$ cat src/rtl/wb_port_arbiter.sv
// Register-file write-port arbiter between writeback and the MDU.
// One-entry MDU holding buffer with an anti-starvation forced grant.
module wb_port_arbiter #(
  parameter int MAX_WAIT = 4
) (
  input  logic        clk_i,
  input  logic        reset_i,
  input  logic        valid_wb_i,
  input  logic        reg_write_wb_i,
  input  logic [4:0]  rd_wb_i,
  input  logic [31:0] result_wb_i,
  input  logic        mdu_valid_i,
  input  logic [4:0]  mdu_rd_i,
  input  logic [31:0] mdu_result_i,
  output logic        mdu_ready_o,
  output logic        rf_we_o,
  output logic [4:0]  rf_rd_o,
  output logic [31:0] rf_wdata_o,
  output logic        stall_wb_o,
  output logic        pend_valid_o,
  output logic [4:0]  pend_rd_o
);

  localparam int CW = $clog2(MAX_WAIT + 1);
  localparam logic [CW-1:0] MAXW = CW'(MAX_WAIT);

  typedef enum logic {
    EMPTY,
    HELD
  } state_t;

  state_t        state_q, state_d;
  logic [CW-1:0] wait_cnt_q, wait_cnt_d;
  logic [4:0]    buf_rd_q, buf_rd_d;
  logic [31:0]   buf_data_q, buf_data_d;

  logic held, wb_req, forced;
  logic mdu_grant, wb_grant, capture;

  assign held      = (state_q == HELD);
  assign wb_req    = valid_wb_i & reg_write_wb_i
                   & (rd_wb_i != 5'd0);
  assign forced    = held & wb_req & (wait_cnt_q == MAXW);
  assign mdu_grant = held & (~wb_req | forced);
  assign wb_grant  = wb_req & ~mdu_grant;
  assign capture   = mdu_valid_i & (~held | mdu_grant);

  always_comb begin
    state_d    = state_q;
    wait_cnt_d = wait_cnt_q;
    buf_rd_d   = buf_rd_q;
    buf_data_d = buf_data_q;
    if (capture && mdu_rd_i != 5'd0) begin
      state_d    = HELD;
      wait_cnt_d = '0;
      buf_rd_d   = mdu_rd_i;
      buf_data_d = mdu_result_i;
    end else if (mdu_grant) begin
      state_d    = EMPTY;
      wait_cnt_d = '0;
    end else if (held && wb_req) begin
      wait_cnt_d = wait_cnt_q + CW'(1);
    end
  end

  always_ff @(posedge clk_i) begin
    if (reset_i) begin
      state_q    <= EMPTY;
      wait_cnt_q <= '0;
      buf_rd_q   <= '0;
      buf_data_q <= '0;
    end else begin
      state_q    <= state_d;
      wait_cnt_q <= wait_cnt_d;
      buf_rd_q   <= buf_rd_d;
      buf_data_q <= buf_data_d;
    end
  end

  // All outputs are forced low while reset is asserted.
  always_comb begin
    mdu_ready_o  = 1'b0;
    rf_we_o      = 1'b0;
    rf_rd_o      = 5'd0;
    rf_wdata_o   = 32'd0;
    stall_wb_o   = 1'b0;
    pend_valid_o = 1'b0;
    pend_rd_o    = 5'd0;
    if (!reset_i) begin
      mdu_ready_o  = ~held | mdu_grant;
      stall_wb_o   = forced;
      pend_valid_o = held;
      pend_rd_o    = held ? buf_rd_q : 5'd0;
      if (mdu_grant) begin
        rf_we_o    = 1'b1;
        rf_rd_o    = buf_rd_q;
        rf_wdata_o = buf_data_q;
      end else if (wb_grant) begin
        rf_we_o    = 1'b1;
        rf_rd_o    = rd_wb_i;
        rf_wdata_o = result_wb_i;
      end
    end
  end

endmodule

$ cat config.mk
export PLATFORM = sky130hd
export DESIGN_NAME = wb_port_arbiter
export DESIGN_NICKNAME = d
export VERILOG_FILES = /design/src/rtl/wb_port_arbiter.sv
export SDC_FILE = /design/constraint.sdc
export NUM_CORES = 1
export LEC_CHECK = 0
export BUFFER_PORTS_ARGS = -buffer_cell sky130_fd_sc_hd__clkbuf_2
export CAP_MARGIN = 10
export CORE_ASPECT_RATIO = 0.7
export CORE_MARGIN = 4
export CORE_UTILIZATION = 43
export DETAILED_ROUTE_END_ITERATION = 12
export PLACE_DENSITY = 0.76
export SLEW_MARGIN = 20
export SYNTH_ARGS = -nofsm -noshare
export SYNTH_HDL_FRONTEND = slang
export SYNTH_SLANG_ARGS = --single-unit
$ cat constraint.sdc
create_clock -name clk_i -period 7.45 [get_ports clk_i]
set_input_delay 2.235 -clock clk_i [delete_from_list [all_inputs] [get_ports clk_i]]
set_output_delay 2.235 -clock clk_i [all_outputs]
set_load 0.1 [all_outputs]
==> results.py, run 1 <==
metrics = {
    "setup_path": {
        "cp_max_fo": 18,
        "ff2ff_path_depth": 6,
        "r2r-end": "buf_data_q[25]",
        "reg2reg_slack_ps": 5170,
        "endpoint_kind": "output port",
        "worstPathArrival_ps": 4530,
        "start_kind": "primary input",
        "critPathLaunch": "rd_wb_i[1]",
        "r2r-start": "wait_cnt_q[0]",
        "crit_type": "in -> out",
        "endpoint": "rf_wdata_o[12]",
        "worstPathRequired_ps": 5220,
    },
    "timing": {
        "period_needed_ps": 6770,
        "tightestPinTransition_ps": 592,
        "finalSetupViolCount": 0,
        "final-hold-violation-count": 0,
        "fin_crit_sh": 0.908,
        "maxSlewHeadroom": 0.605,
        "fmax_mhz": 148,
        "finalClockSkew_ps": 3.46,
        "rsz0062_at_grt": "false",
        "slew_viol_final": 0,
        "totalNegativeSetupSlack_ps": 0,
    },
    "yosys": {
        "synthArstFlopShare": 0,
        "synth_edf_count": 0,
        "ys_seq_area_frac": 0.338,
        "postSynthAreaPerCell_um2": 9.70,
        "synth_nets": 331,
        "synth-seq-cells": 41,
        "yosys_warnings": 0,
        "synth.distinct_cells": 35,
        "netlist_instances": 250,
        "synth-main-ff-cell": "dfxtp_1",
        "syn_area_mm2": 0.00242,
    },
    "clock_tree": {
        "post_cts_buffers": 0,
        "clk_pin_slew_ps": 80,
        "clock_latency_ps": 290,
        "cts_buffers": 5,
        "h-tree-depth": 2,
        "cts_root_buffer": "clkbuf_8",
        "cts_tree": "built",
        "clk_path_buf_depth": 2,
        "hold_buffers": 0,
        "cts-resized-gates": 0,
        "cts.sinks": 41,
    },
    "grt": {
        "grt_pass1_wl_um": 10700,
        "antenna_found_initial": 0,
        "use_met1": 0.237,
        "grt_max_degree": 56,
        "use_met2": 0.297,
        "busiest_layer": "met2",
        "grt_pass1_vias": 2279,
        "met3_usage": 0.0709,
        "grt_overflow": 0,
        "grt_usage": 0.183,
    },
    "place": {
        "place_hpwl_um": 4880,
        "numPortBuffers": 124,
        "place_inst": 430,
        "routabilityCongestion": 0.850,
    },
    "cells_and_area": {
        "final_common_cell": "clkbuf_2",
        "antenna_cells": 0,
        "final_cell_mix": "clkbuf_2, nand2b_1, dfxtp_1",
        "final_layout_size_suffix_gt1_frac": 0.393,
        "final_cells": 438,
        "area.growth.synth_to_final_pct": 30.7,
        "final_nets": 446,
    },
    "drt": {
        "viasPerCell": 5.07,
        "antenna_left": 0,
        "vias": 2221,
        "wl_per_cell_um": 14.4,
        "first_pass_iters": 4,
        "dr.first_iter.drc_count": 73,
        "drt-total-wl_um": 6330,
        "drc": 0,
    },
    "floorplanning": {
        "die_area_mm2": 0.00692,
        "ios": 125,
        "core_area_mm2": 0.00534,
        "fp.dieH_um": 70.8,
        "start_util": 0.454,
        "rows": 22,
        "die_x_um": 97.8,
    },
    "pwr": {
        "p_per_area_mw_per_mm2": 185,
        "leakagePower_nw": 1.54,
        "irDropWorstVdd_v": 0.000113,
    },
    "hold_path": {
        "hp-class": "reg -> reg",
    },
    "outcome": {
        "status": "finished clean",
    },
    "flow_run": {
        "maxCapViolations": 0,
    },
}
-- state kept, by name, summed over array words and instances (netlist names) --
signal	count
buf_data_q	32
buf_rd_q	5
wait_cnt_q	3
held	1
-- routing by layer --
metal | vias to the layer above | part of all wire
li1 | 1115 | -
met1 | 1009 | 0.47
met2 | 91 | 0.43
met3 | 6 | 0.088
met4 | 0 | 0.010
met5 | - | 0
-- how the worst min path moves through the flow --
stage                         startpoint             end  slack (ps)  cells past startpoint
after floorplan            buf_data_q[0]   buf_data_q[0]         450                      2
after global placement    buf_data_q[25]  buf_data_q[25]         460                      2
after detailed placement  buf_data_q[29]  buf_data_q[29]         470                      2
after CTS                  buf_data_q[5]   buf_data_q[5]         480                      2
after global routing       buf_data_q[0]   buf_data_q[0]         510                      2
final                      buf_data_q[5]   buf_data_q[5]         480                      2
-- report_power, final --
part | internal (mW) | switching, mW
clock | 0.109 | 0.0789
combinational | 0.0498 | 0.107
sequential | 0.233 | 0.00932
-- Yosys cell counts (2+ instances only) --
cell,n,share of area
nand2b_1,52,0.13
dfxtp_1,41,0.34
a22o_1,36,0.13
mux2i_1,35,0.14
or2b_1,21,0.065
clkbuf_1,11,0.017
inv_1,7,0.011
and2_1,5,0.013
buf_2,4,0.0083
a21oi_1,3,0.0062
buf_12,3,0.025
nand3_1,3,0.0062
a31oi_1,2,0.0052
buf_6,2,0.0093
ha_1,2,0.010
nand2_1,2,0.0031
o21ai_0,2,0.0041
o32ai_1,2,0.0072
-- stage by stage --
step | utilization | worst slack, ps | hold WS, ps | power (mW) | instance area [um^2]
global route | 0.593 | 562 | 508 | 0.615 | 3170
finish | 0.593 | 682 | 479 | 0.588 | 3170
CTS | 0.593 | 663 | 484 | 0.593 | 3170
detailed placement | 0.571 | 662 | 472 | 0.405 | 3050
global placement | 0.571 | 753 | 463 | 0.402 | 3050
floorplan | - | 520 | 449 | 0.369 | 2420
-- layout make-up --
class	instances	area (um^2)
Fill cell	497	2170
Multi-Input combinational cell	181	1450
Timing Repair Buffer	129	658
Sequential cell	41	821
Tap cell	72	90.1
Inverter	7	26.3
Clock inverter	2	37.5
Clock buffer	6	82.6
-- kinds of logic after synthesis --
group	count (synthesis)	share of synthesized area
simple gates	89	0.239
fa+ha+maj	2	0.0103
flops	41	0.338
buf+inv	28	0.0733
compound gates	55	0.194
mux	35	0.144
-- worst max-delay path: stages --
cell and delay [ps]:
clkbuf_2 90, or4_4 540, o211a_1 350, a21oi_4 370, buf_4 300, a22o_1 180
clkbuf_2 450
No activity file was read; power rests on OpenSTA's default activity.
==> run 2, diff against run 1 <==
--- a/config.mk
+++ b/config.mk
@@ -5,13 +5,12 @@
 export SDC_FILE = /design/constraint.sdc
 export NUM_CORES = 1
 export LEC_CHECK = 0
-export BUFFER_PORTS_ARGS = -buffer_cell sky130_fd_sc_hd__clkbuf_2
 export CAP_MARGIN = 10
 export CORE_ASPECT_RATIO = 0.7
 export CORE_MARGIN = 4
 export CORE_UTILIZATION = 43
 export DETAILED_ROUTE_END_ITERATION = 12
-export PLACE_DENSITY = 0.76
+export DONT_BUFFER_PORTS = 1
 export SLEW_MARGIN = 20
 export SYNTH_ARGS = -nofsm -noshare
 export SYNTH_HDL_FRONTEND = slang
==> run 2 against run 1 <==
Global-route usage fell by 2.0 points. Largest power group unchanged. Sequential share of layout area rose by 2.5 points. Final cell count fell by 19%. Sequential cell count did not move. Sequential power barely moved. Combinational power fell by 13%. Largest cell class unchanged. Design area fell by 8.9%. Worst setup slack improved by 34 ps. Utilization fell by 5.3 points. Clock power fell by 9%. Clock skew rose by 1.6 ps. Total power fell by 6.5%.
==> results.py, run 2 (same netlist as run 1, synthesis figures left out) <==
metrics = {
    "cells_and_area": {
        "area.growth.synth_to_final_pct": 19.0,
        "multi_input_area_mm2": 0.00148,
        "design_area_mm2": 0.00289,
        "final_common_cell": "nand2b_1",
        "top_regs": "buf_data_q: 32 flops, buf_rd_q: 5 flops, wait_cnt_q: 3 flops",
        "largest_reg_flops": 32,
        "final_nets": 364,
        "largest-register": "buf_data_q",
        "final_cells": 355,
        "nFillCells": 507,
        "ff_latch_area_um2": 821,
        "final_cell_mix": "nand2b_1, buf_4, dfxtp_1",
        "final_layout_size_suffix_gt1_frac": 0.226,
        "antenna_cells": 0,
        "fin_util": 0.541,
    },
    "floorplanning": {
        "fp.dieH_um": 70.8,
        "core_area_mm2": 0.00534,
        "ios": 125,
        "die_area_mm2": 0.00692,
        "start_util": 0.454,
        "rows": 22,
        "die_x_um": 97.8,
    },
    "flow_run": {
        "maxCapViolations": 0,
    },
    "place": {
        "dp_worst_setup_slack_ps": 698,
        "place_area_mm2": 0.00278,
        "place_hpwl_um": 4240,
        "place_inst": 348,
        "routabilityCongestion": 0.782,
        "numPortBuffers": 0,
    },
    "hold_path": {
        "hp-class": "reg -> reg",
    },
    "setup_path": {
        "worstPathCellList": "or4_4 -> o211a_1 -> a21oi_4 -> buf_4 -> a22o_1 -> buf_4",
        "crit_type": "in -> out",
        "path_buf_inv": 2,
        "path_common_cell": "buf_4",
        "start_kind": "primary input",
        "crit_path_top_delay_cell": "or4_4",
        "cp_top_family": "compound AO/OA/AOI/OAI gates",
        "endpoint_kind": "output port",
        "cp_max_fo": 19,
        "worstPathArrival_ps": 4500,
        "cp_slowest_stage_delay_ps": 540,
        "worstPathRequired_ps": 5220,
    },
    "drt": {
        "dr.first_iter.drc_count": 71,
        "vias": 1925,
        "viasPerCell": 5.42,
        "drt-total-wl_um": 5820,
        "drc": 0,
        "wl_per_cell_um": 16.4,
        "first_pass_iters": 4,
        "antenna_left": 0,
    },
    "grt": {
        "grt_pass1_wl_um": 9400,
        "grt_max_degree": 82,
        "antenna_found_initial": 0,
        "grt_usage": 0.164,
        "grt_pass1_vias": 1846,
        "grt_overflow": 0,
    },
    "clock_tree": {
        "cts-resized-gates": 0,
        "cts_buffers": 5,
        "cts.sinks": 41,
        "clock_latency_ps": 280,
        "clk_path_buf_depth": 2,
        "cts_tree": "built",
        "hold_buffers": 0,
        "post_cts_buffers": 0,
        "clk_pin_slew_ps": 70,
        "h-tree-depth": 2,
        "cts_root_buffer": "clkbuf_8",
    },
    "pwr": {
        "irDropWorstVdd_v": 0.0000738,
        "power_mw": 0.549,
        "p_per_area_mw_per_mm2": 190,
        "leakagePower_nw": 1.24,
    },
    "timing": {
        "finalClockSkew_ps": 5.05,
        "tightestPinTransition_ps": 880,
        "rsz0062_at_grt": "false",
        "totalNegativeSetupSlack_ps": 0,
        "fmax_mhz": 149,
        "whs_ps": 479,
        "final-hold-violation-count": 0,
        "fin_crit_sh": 0.904,
        "finalSetupViolCount": 0,
        "setup_slack_ps": 717,
        "slew_viol_final": 0,
        "maxSlewHeadroom": 0.413,
        "period_needed_ps": 6730,
    },
    "outcome": {
        "status": "finished clean",
    },
}
run 2: worst paths after layout:
| path | end | cells past startpoint | slack, ps | startpoint |
|---|---|---|---|---|
| setup / recovery | rf_wdata_o[31] | 6 | 720 | rd_wb_i[1] |
| setup reg to reg | buf_data_q[21] | 6 | 5020 | wait_cnt_q[0] |
| hold / removal | buf_data_q[0] | 2 | 480 | buf_data_q[0] |
| hold reg to reg | buf_data_q[0] | 2 | 480 | buf_data_q[0] |
run 2: final cells by class:
cell class                 count  share of cell area
clock buffer                   5              0.0238
inverter                       7             0.00910
timing repair buffer          47               0.128
sequential                    41               0.284
clock inverter                 2              0.0121
multi-input combinational    181               0.511
tap                           72              0.0312
run 2: report_power, final:
part	switching (mW)	internal (mW)	total, mW
clock	0.0742	0.0974	0.172
combinational	0.0956	0.0406	0.136
sequential	0.00873	0.233	0.242
total	0.178	0.371	0.549
run 2: metal layers:
metal / vias to the layer above / GRT usage / share of wire
li1: 945 / - / -
met1: 892 / 0.225 / 0.47
met2: 86 / 0.241 / 0.42
met3: 2 / 0.0768 / 0.11
met4: 0 / 0.0230 / 0.0043
met5: - / 0 / 0
run 2: worst register-to-register path, cell delays in order (launching register included):
cell and delay, ps:
dfxtp_1 350, inv_1 80, ha_1 200, nand2_1 270, a31oi_4 730, buf_4 490, mux2i_1 240
==> run 3, diff against run 2 <==
--- a/config.mk
+++ b/config.mk
@@ -11,6 +11,7 @@
 export CORE_UTILIZATION = 43
 export DETAILED_ROUTE_END_ITERATION = 12
 export DONT_BUFFER_PORTS = 1
+export RECOVER_POWER = 100
 export SLEW_MARGIN = 20
 export SYNTH_ARGS = -nofsm -noshare
 export SYNTH_HDL_FRONTEND = slang
==> run 3 against run 2 <==
The flow now finishes with violations (capacitance limit, slew limit). Critical path type unchanged. Critical path depth fell by 1. Sequential power hardly changed. Via count down 1.0%. Largest power group unchanged. Total power fell by 0.98%. Count of clock-buffer cells in the layout did not move.
==> results.py, run 3 (same netlist as run 1, synthesis figures left out) <==
metrics = {
    "outcome": {
        "status": "finished with violations",
        "violations": "capacitance limit, slew limit",
    },
    "floorplanning": {
        "rows": 22,
        "die_area_mm2": 0.00692,
        "start_util": 0.454,
        "ios": 125,
        "core_area_mm2": 0.00534,
        "die_x_um": 97.8,
        "fp.dieH_um": 70.8,
    },
    "place": {
        "place_hpwl_um": 4240,
        "place_area_mm2": 0.00278,
        "place_inst": 348,
        "numPortBuffers": 0,
        "routabilityCongestion": 0.782,
    },
    "timing": {
        "finalClockSkew_ps": 6.03,
        "slew_viol_final": 41,
        "fmax_mhz": 142,
        "final-hold-violation-count": 0,
        "fin_crit_sh": 0.945,
        "finalSetupViolCount": 0,
        "tightestPinTransition_ps": 2310,
        "period_needed_ps": 7040,
        "rsz0062_at_grt": "false",
        "whs_ps": 480,
        "maxSlewHeadroom": -0.547,
        "totalNegativeSetupSlack_ps": 0,
    },
    "grt": {
        "grt_max_degree": 82,
        "grt_pass1_vias": 1846,
        "antenna_found_initial": 0,
        "grt_pass1_wl_um": 9400,
        "grt_usage": 0.164,
        "grt_overflow": 0,
    },
    "cells_and_area": {
        "multi_input_area_mm2": 0.00144,
        "antenna_cells": 0,
        "final_nets": 364,
        "final_cells": 355,
        "area.growth.synth_to_final_pct": 12.8,
        "final_layout_size_suffix_gt1_frac": 0.120,
        "largest_reg_flops": 32,
        "design_area_mm2": 0.00274,
        "fin_util": 0.512,
        "top_regs": "buf_data_q: 32 flops, buf_rd_q: 5 flops, wait_cnt_q: 3 flops",
        "final_common_cell": "nand2b_1",
        "ff_latch_area_um2": 821,
        "largest-register": "buf_data_q",
        "nFillCells": 537,
        "final_cell_mix": "nand2b_1, dfxtp_1, a22o_1",
    },
    "drt": {
        "drt-total-wl_um": 5770,
        "first_pass_iters": 4,
        "antenna_left": 0,
        "dr.first_iter.drc_count": 66,
        "wl_per_cell_um": 16.3,
        "vias": 1905,
        "drc": 0,
        "viasPerCell": 5.37,
    },
    "hold_path": {
        "hp-class": "reg -> reg",
        "holdPathStages": 2,
    },
    "pwr": {
        "irDropWorstVdd_v": 0.0000733,
        "p_per_area_mw_per_mm2": 199,
        "leakagePower_nw": 1.12,
    },
    "flow_run": {
        "maxCapViolations": 3,
    },
    "clock_tree": {
        "cts_tree": "built",
        "cts_buffers": 5,
        "h-tree-depth": 2,
        "cts.sinks": 41,
        "clk_pin_slew_ps": 70,
        "clk_path_buf_depth": 2,
        "clock_latency_ps": 280,
        "cts-resized-gates": 0,
        "cts_root_buffer": "clkbuf_8",
        "hold_buffers": 0,
        "post_cts_buffers": 0,
    },
    "setup_path": {
        "worstPathRequired_ps": 5220,
        "endpoint_kind": "output port",
        "crit_type": "in -> out",
        "worstPathCellList": "or4_1 -> o211a_1 -> a21oi_4 -> a22o_1 -> clkbuf_1",
        "crit_path_top_delay_cell": "clkbuf_1",
        "ff2ff_path_depth": 6,
        "worstPathArrival_ps": 4800,
        "cp_slowest_stage_delay_ps": 880,
        "path_buf_inv": 1,
        "cp_top_family": "compound AO/OA/AOI/OAI gates",
        "crit_cells": 5,
        "cp_max_fo": 19,
        "start_kind": "primary input",
    },
}
[run 3: path summary, 6_finish.rpt]
kind                 startpoint             end  slack [ps]
setup reg to reg  wait_cnt_q[0]     buf_rd_q[2]        3110
hold / removal    buf_data_q[0]   buf_data_q[0]         480
hold reg to reg   buf_data_q[0]   buf_data_q[0]         480
setup / recovery     rd_wb_i[1]  rf_wdata_o[18]         410
[run 3: power breakdown]
group | switching [mW] | internal (mW) | leakage, nW
clock network | 0.0736 | 0.0974 | 0.0540
logic | 0.0948 | 0.0368 | 0.726
registers | 0.00851 | 0.233 | 0.338
[run 3: cell type report]
type                            count  share of cell area
Inverter                            7             0.00960
Tap cell                           72              0.0329
Timing Repair Buffer               47              0.0937
Clock buffer                        5              0.0251
Clock inverter                      2              0.0128
Multi-Input combinational cell    181               0.526
Sequential cell                    41               0.300
[run 3: stage by stage]
stage / power [mW] / worst slack (ps)
4_1_cts: 0.556 / 697
3_5_place_dp: 0.383 / 698
3_3_place_gp: 0.382 / 790
2_1_floorplan: 0.369 / 520
6_report: 0.544 / 410
5_1_grt: 0.567 / 288
[run 3: routing by layer]
metal / up-vias / track usage / wire length [um]
li1: 947 / - / -
met3: 2 / 0.0768 / 574
met4: 0 / 0.0230 / 25
met5: - / 0 / 0
met1: 883 / 0.225 / 2760
met2: 73 / 0.241 / 2420
[run 3: worst min-delay path, delay by kind of cell, from the launching register on]
family / cells / cell delay (ps)
and+or+nand+nor: 1 / 60
DFF: 1 / 320
muxes: 1 / 50
